==> config.mk <==
export PLATFORM = sky130hd
export DESIGN_NAME = omem_responder_flat
export DESIGN_NICKNAME = d
export VERILOG_FILES = /design/src/rtl/omem_responder_if.sv /design/src/rtl/omem_responder.sv /design/src/flat_wrapper.sv
export SDC_FILE = /design/constraint.sdc
export NUM_CORES = 2
export LEC_CHECK = 0
export BUFFER_PORTS_ARGS = -buffer_cell sky130_fd_sc_hd__buf_4
export CORE_AREA = 2 2 363 365
export CTS_CLUSTER_DIAMETER = 200
export CTS_CLUSTER_SIZE = 14
export DETAILED_ROUTE_END_ITERATION = 8
export DIE_AREA = 0 0 365 367
export GPL_TIMING_DRIVEN = 0
export SLEW_MARGIN = 20
export SYNTH_ARGS = -nofsm -noshare
export SYNTH_HDL_FRONTEND = slang
export SYNTH_SLANG_ARGS = --single-unit
==> constraint.sdc <==
create_clock -name CLK -period 10.2 [get_ports CLK]
set_input_delay 1.02 -clock CLK [delete_from_list [all_inputs] [get_ports CLK]]
set_output_delay 1.02 -clock CLK [all_outputs]
set_load 0.05 [all_outputs]
==> src/rtl/omem_responder_if.sv <==
// Bundles the array OMEM port, the drain control and the result stream of omem_responder.
// slave  : the responder's view of the bus.
// master : the view of the array and host side that drives the bus.
interface omem_responder_if;
    logic        EN_O;
    logic        RW_O;
    logic [3:0]  ADDR_O;
    logic [63:0] WDATA_O;
    logic [63:0] RDATA_O;
    logic        CLR;
    logic        DRAIN_START;
    logic [4:0]  DRAIN_CNT;
    logic        DOUT_VALID;
    logic        DOUT_READY;
    logic [63:0] DOUT_DATA;
    logic [3:0]  DOUT_ADDR;
    logic        DOUT_LAST;
    logic        BUSY;
    logic        DONE;
    logic [15:0] WR_MASK;

    modport slave (
        input  EN_O, RW_O, ADDR_O, WDATA_O, CLR, DRAIN_START, DRAIN_CNT, DOUT_READY,
        output RDATA_O, DOUT_VALID, DOUT_DATA, DOUT_ADDR, DOUT_LAST, BUSY, DONE, WR_MASK
    );

    modport master (
        output EN_O, RW_O, ADDR_O, WDATA_O, CLR, DRAIN_START, DRAIN_CNT, DOUT_READY,
        input  RDATA_O, DOUT_VALID, DOUT_DATA, DOUT_ADDR, DOUT_LAST, BUSY, DONE, WR_MASK
    );
endinterface

==> src/rtl/omem_responder.sv <==
// Output-memory responder: a 16 x 64-bit result store serving the MAC array's OMEM
// port with a one-cycle registered read, plus a drain engine that streams entries
// 0..cnt-1 over valid/ready. The drain reads the store with a write bypass, so a
// beat loaded on the same edge as an array write to that entry carries the new data.
module omem_responder (
    input  logic             CLK,
    input  logic             RST,
    omem_responder_if.slave  bus
);
    localparam int DEPTH = 16;
    localparam int DW    = 64;

    typedef enum logic {S_IDLE = 1'b0, S_SEND = 1'b1} state_t;

    state_t          r_state;
    state_t          w_state_nxt;

    logic [DW-1:0]   r_mem [DEPTH];
    logic [DEPTH-1:0] r_mask;
    logic [DW-1:0]   r_rdata;
    logic [DW-1:0]   r_dout_data;
    logic [3:0]      r_dout_addr;
    logic [3:0]      r_idx;
    logic [4:0]      r_cnt;
    logic            r_valid;
    logic            r_last;
    logic            r_done;

    logic            w_wr;
    logic            w_rd;
    logic [4:0]      w_cnt_clamp;
    logic            w_accept;
    logic            w_final;
    logic            w_load;
    logic [3:0]      w_load_addr;
    logic [DW-1:0]   w_load_data;
    logic            w_latch;
    logic [3:0]      w_idx_nxt;
    logic            w_valid_nxt;
    logic            w_last_nxt;
    logic            w_done_nxt;

    assign w_wr        = bus.EN_O & bus.RW_O;
    assign w_rd        = bus.EN_O & ~bus.RW_O;
    assign w_cnt_clamp = (bus.DRAIN_CNT > 5'd16) ? 5'd16 : bus.DRAIN_CNT;
    assign w_accept    = r_valid & bus.DOUT_READY;
    // cnt is 1..16 while sending, so cnt-1 never wraps here
    assign w_final     = ({1'b0, r_idx} == (r_cnt - 5'd1));
    assign w_load_data = (w_wr && (bus.ADDR_O == w_load_addr)) ? bus.WDATA_O : r_mem[w_load_addr];

    // Store and written-entry mask; an array write beats a simultaneous CLR for its own entry
    always_ff @(posedge CLK) begin
        if (RST) begin
            for (int a = 0; a < DEPTH; a++) r_mem[a] <= '0;
            r_mask <= '0;
        end else begin
            for (int a = 0; a < DEPTH; a++) begin
                if (w_wr && (bus.ADDR_O == 4'(a))) begin
                    r_mem[a]  <= bus.WDATA_O;
                    r_mask[a] <= 1'b1;
                end else if (bus.CLR) begin
                    r_mem[a]  <= '0;
                    r_mask[a] <= 1'b0;
                end
            end
        end
    end

    // Array read port: registered, samples the store before any same-edge write or CLR
    always_ff @(posedge CLK) begin
        if (RST)       r_rdata <= '0;
        else if (w_rd) r_rdata <= r_mem[bus.ADDR_O];
    end

    // Drain FSM state register
    always_ff @(posedge CLK) begin
        if (RST) r_state <= S_IDLE;
        else     r_state <= w_state_nxt;
    end

    // Drain FSM next-state: a zero-length drain never leaves IDLE
    always_comb begin
        w_state_nxt = r_state;
        case (r_state)
            S_IDLE: if (bus.DRAIN_START && (w_cnt_clamp != 5'd0)) w_state_nxt = S_SEND;
            S_SEND: if (w_accept && w_final)                      w_state_nxt = S_IDLE;
            default: w_state_nxt = S_IDLE;
        endcase
    end

    // Drain FSM outputs: decide which entry to load next and the next stream flags
    always_comb begin
        w_load      = 1'b0;
        w_load_addr = r_idx;
        w_latch     = 1'b0;
        w_idx_nxt   = r_idx;
        w_valid_nxt = r_valid;
        w_last_nxt  = r_last;
        w_done_nxt  = 1'b0;
        case (r_state)
            S_IDLE: begin
                if (bus.DRAIN_START) begin
                    if (w_cnt_clamp == 5'd0) begin
                        w_done_nxt = 1'b1;
                    end else begin
                        w_latch     = 1'b1;
                        w_load      = 1'b1;
                        w_load_addr = 4'd0;
                        w_idx_nxt   = 4'd0;
                        w_valid_nxt = 1'b1;
                        w_last_nxt  = (w_cnt_clamp == 5'd1);
                    end
                end
            end
            S_SEND: begin
                if (w_accept) begin
                    if (w_final) begin
                        w_valid_nxt = 1'b0;
                        w_last_nxt  = 1'b0;
                        w_done_nxt  = 1'b1;
                    end else begin
                        w_idx_nxt   = r_idx + 4'd1;
                        w_load      = 1'b1;
                        w_load_addr = r_idx + 4'd1;
                        w_last_nxt  = (({1'b0, r_idx} + 5'd2) == r_cnt);
                    end
                end
            end
            default: ;
        endcase
    end

    // Stream registers: beat data/address change only when a new entry is loaded
    always_ff @(posedge CLK) begin
        if (RST) begin
            r_cnt       <= '0;
            r_idx       <= '0;
            r_valid     <= 1'b0;
            r_last      <= 1'b0;
            r_done      <= 1'b0;
            r_dout_data <= '0;
            r_dout_addr <= '0;
        end else begin
            r_idx   <= w_idx_nxt;
            r_valid <= w_valid_nxt;
            r_last  <= w_last_nxt;
            r_done  <= w_done_nxt;
            if (w_latch) r_cnt <= w_cnt_clamp;
            if (w_load) begin
                r_dout_data <= w_load_data;
                r_dout_addr <= w_load_addr;
            end
        end
    end

    assign bus.RDATA_O    = r_rdata;
    assign bus.DOUT_VALID = r_valid;
    assign bus.DOUT_DATA  = r_dout_data;
    assign bus.DOUT_ADDR  = r_dout_addr;
    assign bus.DOUT_LAST  = r_last;
    assign bus.BUSY       = (r_state == S_SEND);
    assign bus.DONE       = r_done;
    assign bus.WR_MASK    = r_mask;
endmodule

==> src/flat_wrapper.sv <==
// flat-port wrapper written by rule: the top's interface ports become plain ports
module omem_responder_flat 
  (CLK, RST, bus_EN_O, bus_RW_O, bus_ADDR_O, bus_WDATA_O, bus_CLR, bus_DRAIN_START, bus_DRAIN_CNT, bus_DOUT_READY, bus_RDATA_O, bus_DOUT_VALID, bus_DOUT_DATA, bus_DOUT_ADDR, bus_DOUT_LAST, bus_BUSY, bus_DONE, bus_WR_MASK);
  omem_responder_if bus_i ();
  input  logic CLK;
  input  logic RST;
  input wire logic [$bits(bus_i.EN_O)-1:0] bus_EN_O;
  input wire logic [$bits(bus_i.RW_O)-1:0] bus_RW_O;
  input wire logic [$bits(bus_i.ADDR_O)-1:0] bus_ADDR_O;
  input wire logic [$bits(bus_i.WDATA_O)-1:0] bus_WDATA_O;
  input wire logic [$bits(bus_i.CLR)-1:0] bus_CLR;
  input wire logic [$bits(bus_i.DRAIN_START)-1:0] bus_DRAIN_START;
  input wire logic [$bits(bus_i.DRAIN_CNT)-1:0] bus_DRAIN_CNT;
  input wire logic [$bits(bus_i.DOUT_READY)-1:0] bus_DOUT_READY;
  output wire logic [$bits(bus_i.RDATA_O)-1:0] bus_RDATA_O;
  output wire logic [$bits(bus_i.DOUT_VALID)-1:0] bus_DOUT_VALID;
  output wire logic [$bits(bus_i.DOUT_DATA)-1:0] bus_DOUT_DATA;
  output wire logic [$bits(bus_i.DOUT_ADDR)-1:0] bus_DOUT_ADDR;
  output wire logic [$bits(bus_i.DOUT_LAST)-1:0] bus_DOUT_LAST;
  output wire logic [$bits(bus_i.BUSY)-1:0] bus_BUSY;
  output wire logic [$bits(bus_i.DONE)-1:0] bus_DONE;
  output wire logic [$bits(bus_i.WR_MASK)-1:0] bus_WR_MASK;
  assign bus_i.EN_O = bus_EN_O;
  assign bus_i.RW_O = bus_RW_O;
  assign bus_i.ADDR_O = bus_ADDR_O;
  assign bus_i.WDATA_O = bus_WDATA_O;
  assign bus_i.CLR = bus_CLR;
  assign bus_i.DRAIN_START = bus_DRAIN_START;
  assign bus_i.DRAIN_CNT = bus_DRAIN_CNT;
  assign bus_i.DOUT_READY = bus_DOUT_READY;
  assign bus_RDATA_O = bus_i.RDATA_O;
  assign bus_DOUT_VALID = bus_i.DOUT_VALID;
  assign bus_DOUT_DATA = bus_i.DOUT_DATA;
  assign bus_DOUT_ADDR = bus_i.DOUT_ADDR;
  assign bus_DOUT_LAST = bus_i.DOUT_LAST;
  assign bus_BUSY = bus_i.BUSY;
  assign bus_DONE = bus_i.DONE;
  assign bus_WR_MASK = bus_i.WR_MASK;
  omem_responder u_core (.CLK(CLK), .RST(RST), .bus(bus_i));
endmodule
-- Yosys cells after proc, flatten, opt, wreduce, memory -nomap -nowiden
Memory sizes are Yosys's and may differ from the RTL's. A register that Yosys moved wholly into a read port is not among the register bits.
Index checks and enable logic that the tools add are counted.
- register bits after elaboration: 97
- RAM bits: 1024
- bits of input ports: 80
- logic and storage cells: 308
- memories kept: 1
- output and inout port bits: 152
- memory list (name ; depth ; bits a word ; rd ports ; clocked after Yosys merged registers in ; wr ports ; RTL line ; RTL):
    u_core.r_mem ; 16 ; 64 ; 2 ; 1 ; 16 ; omem_responder.sv:18 ; logic [DW-1:0] r_mem [DEPTH];
- bitwise operators: 37
- equal/unequal tests: 23
- multiplexer cells: 179
- add/subtract/negate cells: 3
- reduce and logical (&&, ||, !) cells: 40
- order comparisons: 1
- operators by type and width (operator ; count):
    $mux W64 ; 33
    $mux W1 ; 135
    $eq A4 B4 Y1 const B ; 8
    $or A1 B1 Y1 ; 32
    $reduce_bool A2 Y1 ; 16
    $logic_and A1 B1 Y1 ; 19
    $eq A4 B3 Y1 const B ; 4
    $mux W4 ; 4
    $pmux W1 S2 ; 5
    $eq A4 B2 Y1 const B ; 2
    $ne A2 B2 Y1 const B ; 4
    $pmux W4 S2 ; 1
    $add A4 B2 Y5 const B ; 1
    $eq A4 B5 Y1 ; 1
    $eq A5 B1 Y1 const B ; 1
    $eq A5 B5 Y1 ; 1
    $gt A5 B5 Y1 const B ; 1
    $logic_not A5 Y1 ; 1
    $mux W5 ; 1
    $reduce_bool A5 Y1 ; 1
    $sub A5 B1 Y5 const B ; 1
    $add A4 B1 Y4 const B ; 1
    $eq A4 B1 Y1 const B ; 1
    $eq A4 B4 Y1 ; 1
    5 further kinds ; 8

-- Depth between registers and ports, before layout
- word-level depth: 9
- depth in mapped cells: 15
- mapped depth without buffers: 11

-- Least setup slack after synthesis
No wires, ideal clock.
- kind: input -> register
- start: input bus_ADDR_O[2]
- end: memory u_core.r_mem[3][0] (enable)
- buffers on the path: 3
- path slack: 2.899 ns
- stages on the path: 5
- data required time: 9.625 ns
- library setup time: 0.575 ns
- data arrival time: 6.727 ns
- cells stage by stage: clkbuf_1 -> buf_1 -> buf_1 -> or2_2 -> o21ai_0
- RTL lines (what ; RTL line ; RTL):
    from (decl) ; flat_wrapper.sv:9 ; input wire logic [$bits(bus_i.ADDR_O)-1:0] bus_ADDR_O;
    to (decl) ; omem_responder.sv:18 ;

-- Final worst setup path
- start: register u_core.r_cnt[0]
- end: register u_core.r_dout_data[61] (netlist: u_core.bus.DOUT_DATA[61])
- cells in the longest elaborated chain, start to end: 8
- elaborated cells on any way between the ends: 12
- classes of those cells: add/sub: 1; eq/ne: 2; mux: 7; reduce/logical: 1; memory: 1
- ends and longest elaborated chain (what ; RTL line ; RTL):
    from (decl) ; omem_responder.sv:24 ; logic [4:0] r_cnt;
    from (signal assigned) ; omem_responder.sv:148 ; if (w_latch) r_cnt <= w_cnt_clamp;
    $sub A5 B1 Y5 * ; omem_responder.sv:48 ; assign w_final = ({1'b0, r_idx} == (r_cnt - 5'd1));
    $eq A4 B5 Y1 * ; omem_responder.sv:48 ;
    branches (longest 6 deep; another with $mem_v2 Z16 W64) ; n/a ;
    to (signal assigned) ; omem_responder.sv:150 ; r_dout_data <= w_load_data;
    to (decl) ; omem_responder.sv:21 ; logic [DW-1:0] r_dout_data;
Every way passes the cells marked *.
A chain may end at the register's enable or synchronous reset.

==> results.toml <==
[outcome]
status = "finished, final reports clean"

[die]
core_um2 = 130500
boundaryPins = 232
fp-row-count = 133
dieWidth_um = 365
dieArea_um2 = 134000
die_y_um = 367
initial_core_util_pct = 47.45

[synthesis]
avgSynthCellArea_um2 = 11.96
synth_edf_count = 1024
syn_nets = 5261
async_flop_share_pct = 0
synthAdderAreaFrac_pct = 0.06063
synth_xor_area_share_pct = 0.2183
muxShareOfSynthArea_pct = 13.53
ys_types = 71
syn_inst = 5178
synth_seq_cells = 1185
ys_warn_count = 0
synth_ff_type = "edfxtp_1"
netlist_area_um2 = 61910
seq_area_frac_synth_pct = 54.88
synthSimpleGateAreaFrac_pct = 17.91
synth_top_family_by_area = "simple AND/OR/NAND/NOR gates"
synth_compound_area_share_pct = 10.02

[timing]
finClkSkew_ps = 30.16
relSlewSlack_pct = 9.397
worst_pin_slew_ps = 1359
finalCriticalPeriod_ps = 5407
finalMaxSlewViolations = 0
setup_slack_ps = 4793
hold_viol_final = 0
grt_setup_unrepaired = "false"
fmax_ghz = 0.1849
fin_crit_sh_pct = 53.01
finalSetupTns_ps = 0
whs_ps = 452.6
setup_viol = 0

[power_and_ir_drop]
leakage_nw = 26.27
power.density_nw_per_um2 = 158.7
vdd_drop_max_v = 0.0001491

[worst_setup_path]
critical_path_class = "reg2reg"
required_ps = 10860
critical_path.endpoint_type = "register"
arrival_ps = 6070
worstPathMaxFanout = 10
critPathLaunchType = "register"

[final_layout]
layout.cells.non_filler = 7418
seqCellArea_um2 = 33970
design_area_um2 = 70450
synthToLayoutAreaGrowth_pct = 13.80
multi_input_area_um2 = 26070
nFillCells = 11346
layout-drive-gt1-share_pct = 15.58
num-nets-final = 5646

[job]
cap_violations = 0

[detailed_routing]
top_layer_used = "met5"
vias = 49396
drc = 0
route.met2.wl_mm = 109.2
wire_per_inst_um = 34.44
drtIter0Drc = 8609
drtAntennaViolNets = 0
drt-pass1-iter-count = 9
wl_met1_mm = 95.77
viasPerCell = 6.659
wl_mm = 255.5
met3_length_mm = 36.52

[cts]
root_buffer = "clkbuf_16"
ctsHoldBuffers = 0
cts-resized-gates = 0
clock-sinks = 1185
clk_latency_ps = 750
postCtsSetupRepairBufs = 0
cts_buffers = 94
clk_pin_slew_ps = 70
cts_tree = "done"
htree_levels = 3
cts_buffer_depth = 3

[place]
post_dp_cell_area_um2 = 67580
dpl_worst_slack_ps = 4489
gp_congestion = 0.9590
numPortBuffers = 228
hpwlAfterDp_mm = 180.9
place_inst = 7220

[global_routing]
grt_overflow = 0
grt_usage_pct = 37.67
grt_pass1_wl_mm = 354.1
antenna_found_initial = 27
grt_max_degree = 38
grt_pass1_vias = 46603

[hold_path]
hp-class = "reg2reg"
==> routing by layer <==
| layer | track usage, % | up-vias |
|---|---|---|
| li1 | - | 20049 |
| met1 | 51.43 | 24504 |
| met2 | 54.81 | 4055 |
| met3 | 12.35 | 772 |
| met4 | 16.62 | 16 |
| met5 | 0 | - |
==> stage by stage <==
stage	total power [mW]	util, %
after floorplan	6.784	-
after global placement	7.505	50.45
after detailed placement	7.550	51.80
after CTS	11.09	53.92
after global routing	11.39	53.96
final	11.18	54.00
==> where the power goes <==
group / internal [mW] / switching (mW)
logic: 0.615 / 1.13
registers: 5.58 / 0.197
clock network: 1.78 / 1.88
total: 7.98 / 3.21
==> cells by family (layout without fill, tap and decap cells) <==
| family | count (synthesis) | in the layout |
|---|---|---|
| simple gates | 2161 | 2161 |
| compound gates | 860 | 860 |
| flops | 1185 | 1185 |
| fa+ha+maj | 3 | 3 |
| mux | 437 | 437 |
| buf+inv | 520 | 984 |
| xor+xnor | 12 | 12 |
| other cells | 0 | 21 |
==> registers in the layout, summed over array words and instances (netlist names) <==
name	flops
u_core.r_mem	1024
u_core.bus.DOUT_VALID	1
u_core.bus.DONE	1
u_core.bus.DOUT_DATA	64
u_core.r_idx	4
u_core.bus.BUSY	1
u_core.bus.WR_MASK	16
u_core.bus.RDATA_O	64
u_core.bus.DOUT_ADDR	4
u_core.r_cnt	5
u_core.bus.DOUT_LAST	1
==> worst max-delay path, cell delays in order (launching register included) <==
cell and delay, ps:
dfxtp_1 410, inv_1 60, ha_1 260, o21ba_1 210
a221oi_1 400, nor3_1 210, o31ai_1 560, buf_2 670
buf_2 820, clkbuf_1 810, nand2_1 150, a41oi_1 380
a31oi_1 160, o31ai_1 190
==> synth_stat cells (4+ instances only) <==
cell type / count / area [um^2]
o211a_1: 51 / 510.5
o21ai_1: 53 / 265.3
buf_4: 5 / 37.54
a21o_1: 13 / 97.59
a311oi_1: 7 / 61.31
clkbuf_2: 5 / 25.02
or2_2: 8 / 50.05
buf_2: 74 / 370.4
a21oi_1: 226 / 1131
nand4_1: 19 / 118.9
xnor2_1: 4 / 35.03
a221o_1: 52 / 520.5
and2_1: 1035 / 6475
xor2_1: 5 / 43.79
nor3_1: 9 / 45.04
nand2b_1: 6 / 37.54
a211oi_1: 14 / 105.1
buf_1: 45 / 168.9
a221oi_1: 120 / 1051
edfxtp_1: 1024 / 30750
o21ai_0: 24 / 120.1
o32ai_1: 65 / 569.3
nor2_1: 98 / 367.9
a31oi_1: 64 / 400.4
a41oi_1: 8 / 70.07
a2111oi_0: 56 / 490.5
inv_1: 6 / 22.52
mux4_2: 320 / 7207
o31ai_1: 14 / 105.1
mux2i_1: 117 / 1171
and3_1: 61 / 381.6
o22ai_1: 56 / 350.3
clkbuf_1: 382 / 1434
o211ai_1: 8 / 60.06
nand2_1: 843 / 3164
dfxtp_1: 161 / 3223
nor2b_1: 4 / 25.02
a22oi_1: 7 / 52.55
nand3_1: 65 / 325.3
==> cell type report <==
type	instances	share of cell area, %
inverters	6	0.03197
clock inverters	6	0.1314
clock buffers	169	3.799
plain buffers	514	3.003
diodes	21	0.07459
well taps	1755	3.117
repair buffers	289	4.614
multi-input cells	3473	37.01
flip-flops and latches	1185	48.22
==> final timing paths <==
path	cells past startpoint	start	endpoint	slack (ps)
max	13	u_core.r_cnt[0]$_SDFFE_PP0P_	u_core.bus.DOUT_DATA[61]$_SDFFE_PP0P_	4790
min	2	u_core.bus.DOUT_DATA[19]$_SDFFE_PP0P_	u_core.bus.DOUT_DATA[19]$_SDFFE_PP0P_	450
max reg2reg	13	u_core.r_cnt[0]$_SDFFE_PP0P_	u_core.bus.DOUT_DATA[61]$_SDFFE_PP0P_	4790
min reg2reg	2	u_core.bus.DOUT_DATA[19]$_SDFFE_PP0P_	u_core.bus.DOUT_DATA[19]$_SDFFE_PP0P_	450
==> cells in the final DEF, fill, tap and decap left out, drive strengths merged, types with 15 or more instances in the layout <==
cell type | synthesis | final
dfxtp | 161 | 161
and2 | 1035 | 1035
nand2 | 844 | 844
o211a | 51 | 51
buf | 127 | 408
o22ai | 56 | 56
nand4 | 19 | 19
a211oi | 15 | 15
edfxtp | 1024 | 1024
nand3 | 65 | 65
a31oi | 64 | 64
a2111oi | 59 | 59
a221o | 52 | 52
mux2i | 117 | 117
o32ai | 65 | 65
a21oi | 227 | 227
and3 | 62 | 62
a221oi | 120 | 120
mux4 | 320 | 320
diode | 0 | 21
o21ai | 77 | 77
nor2 | 99 | 99
clkbuf | 387 | 564
(Power assumes the default switching activity.)
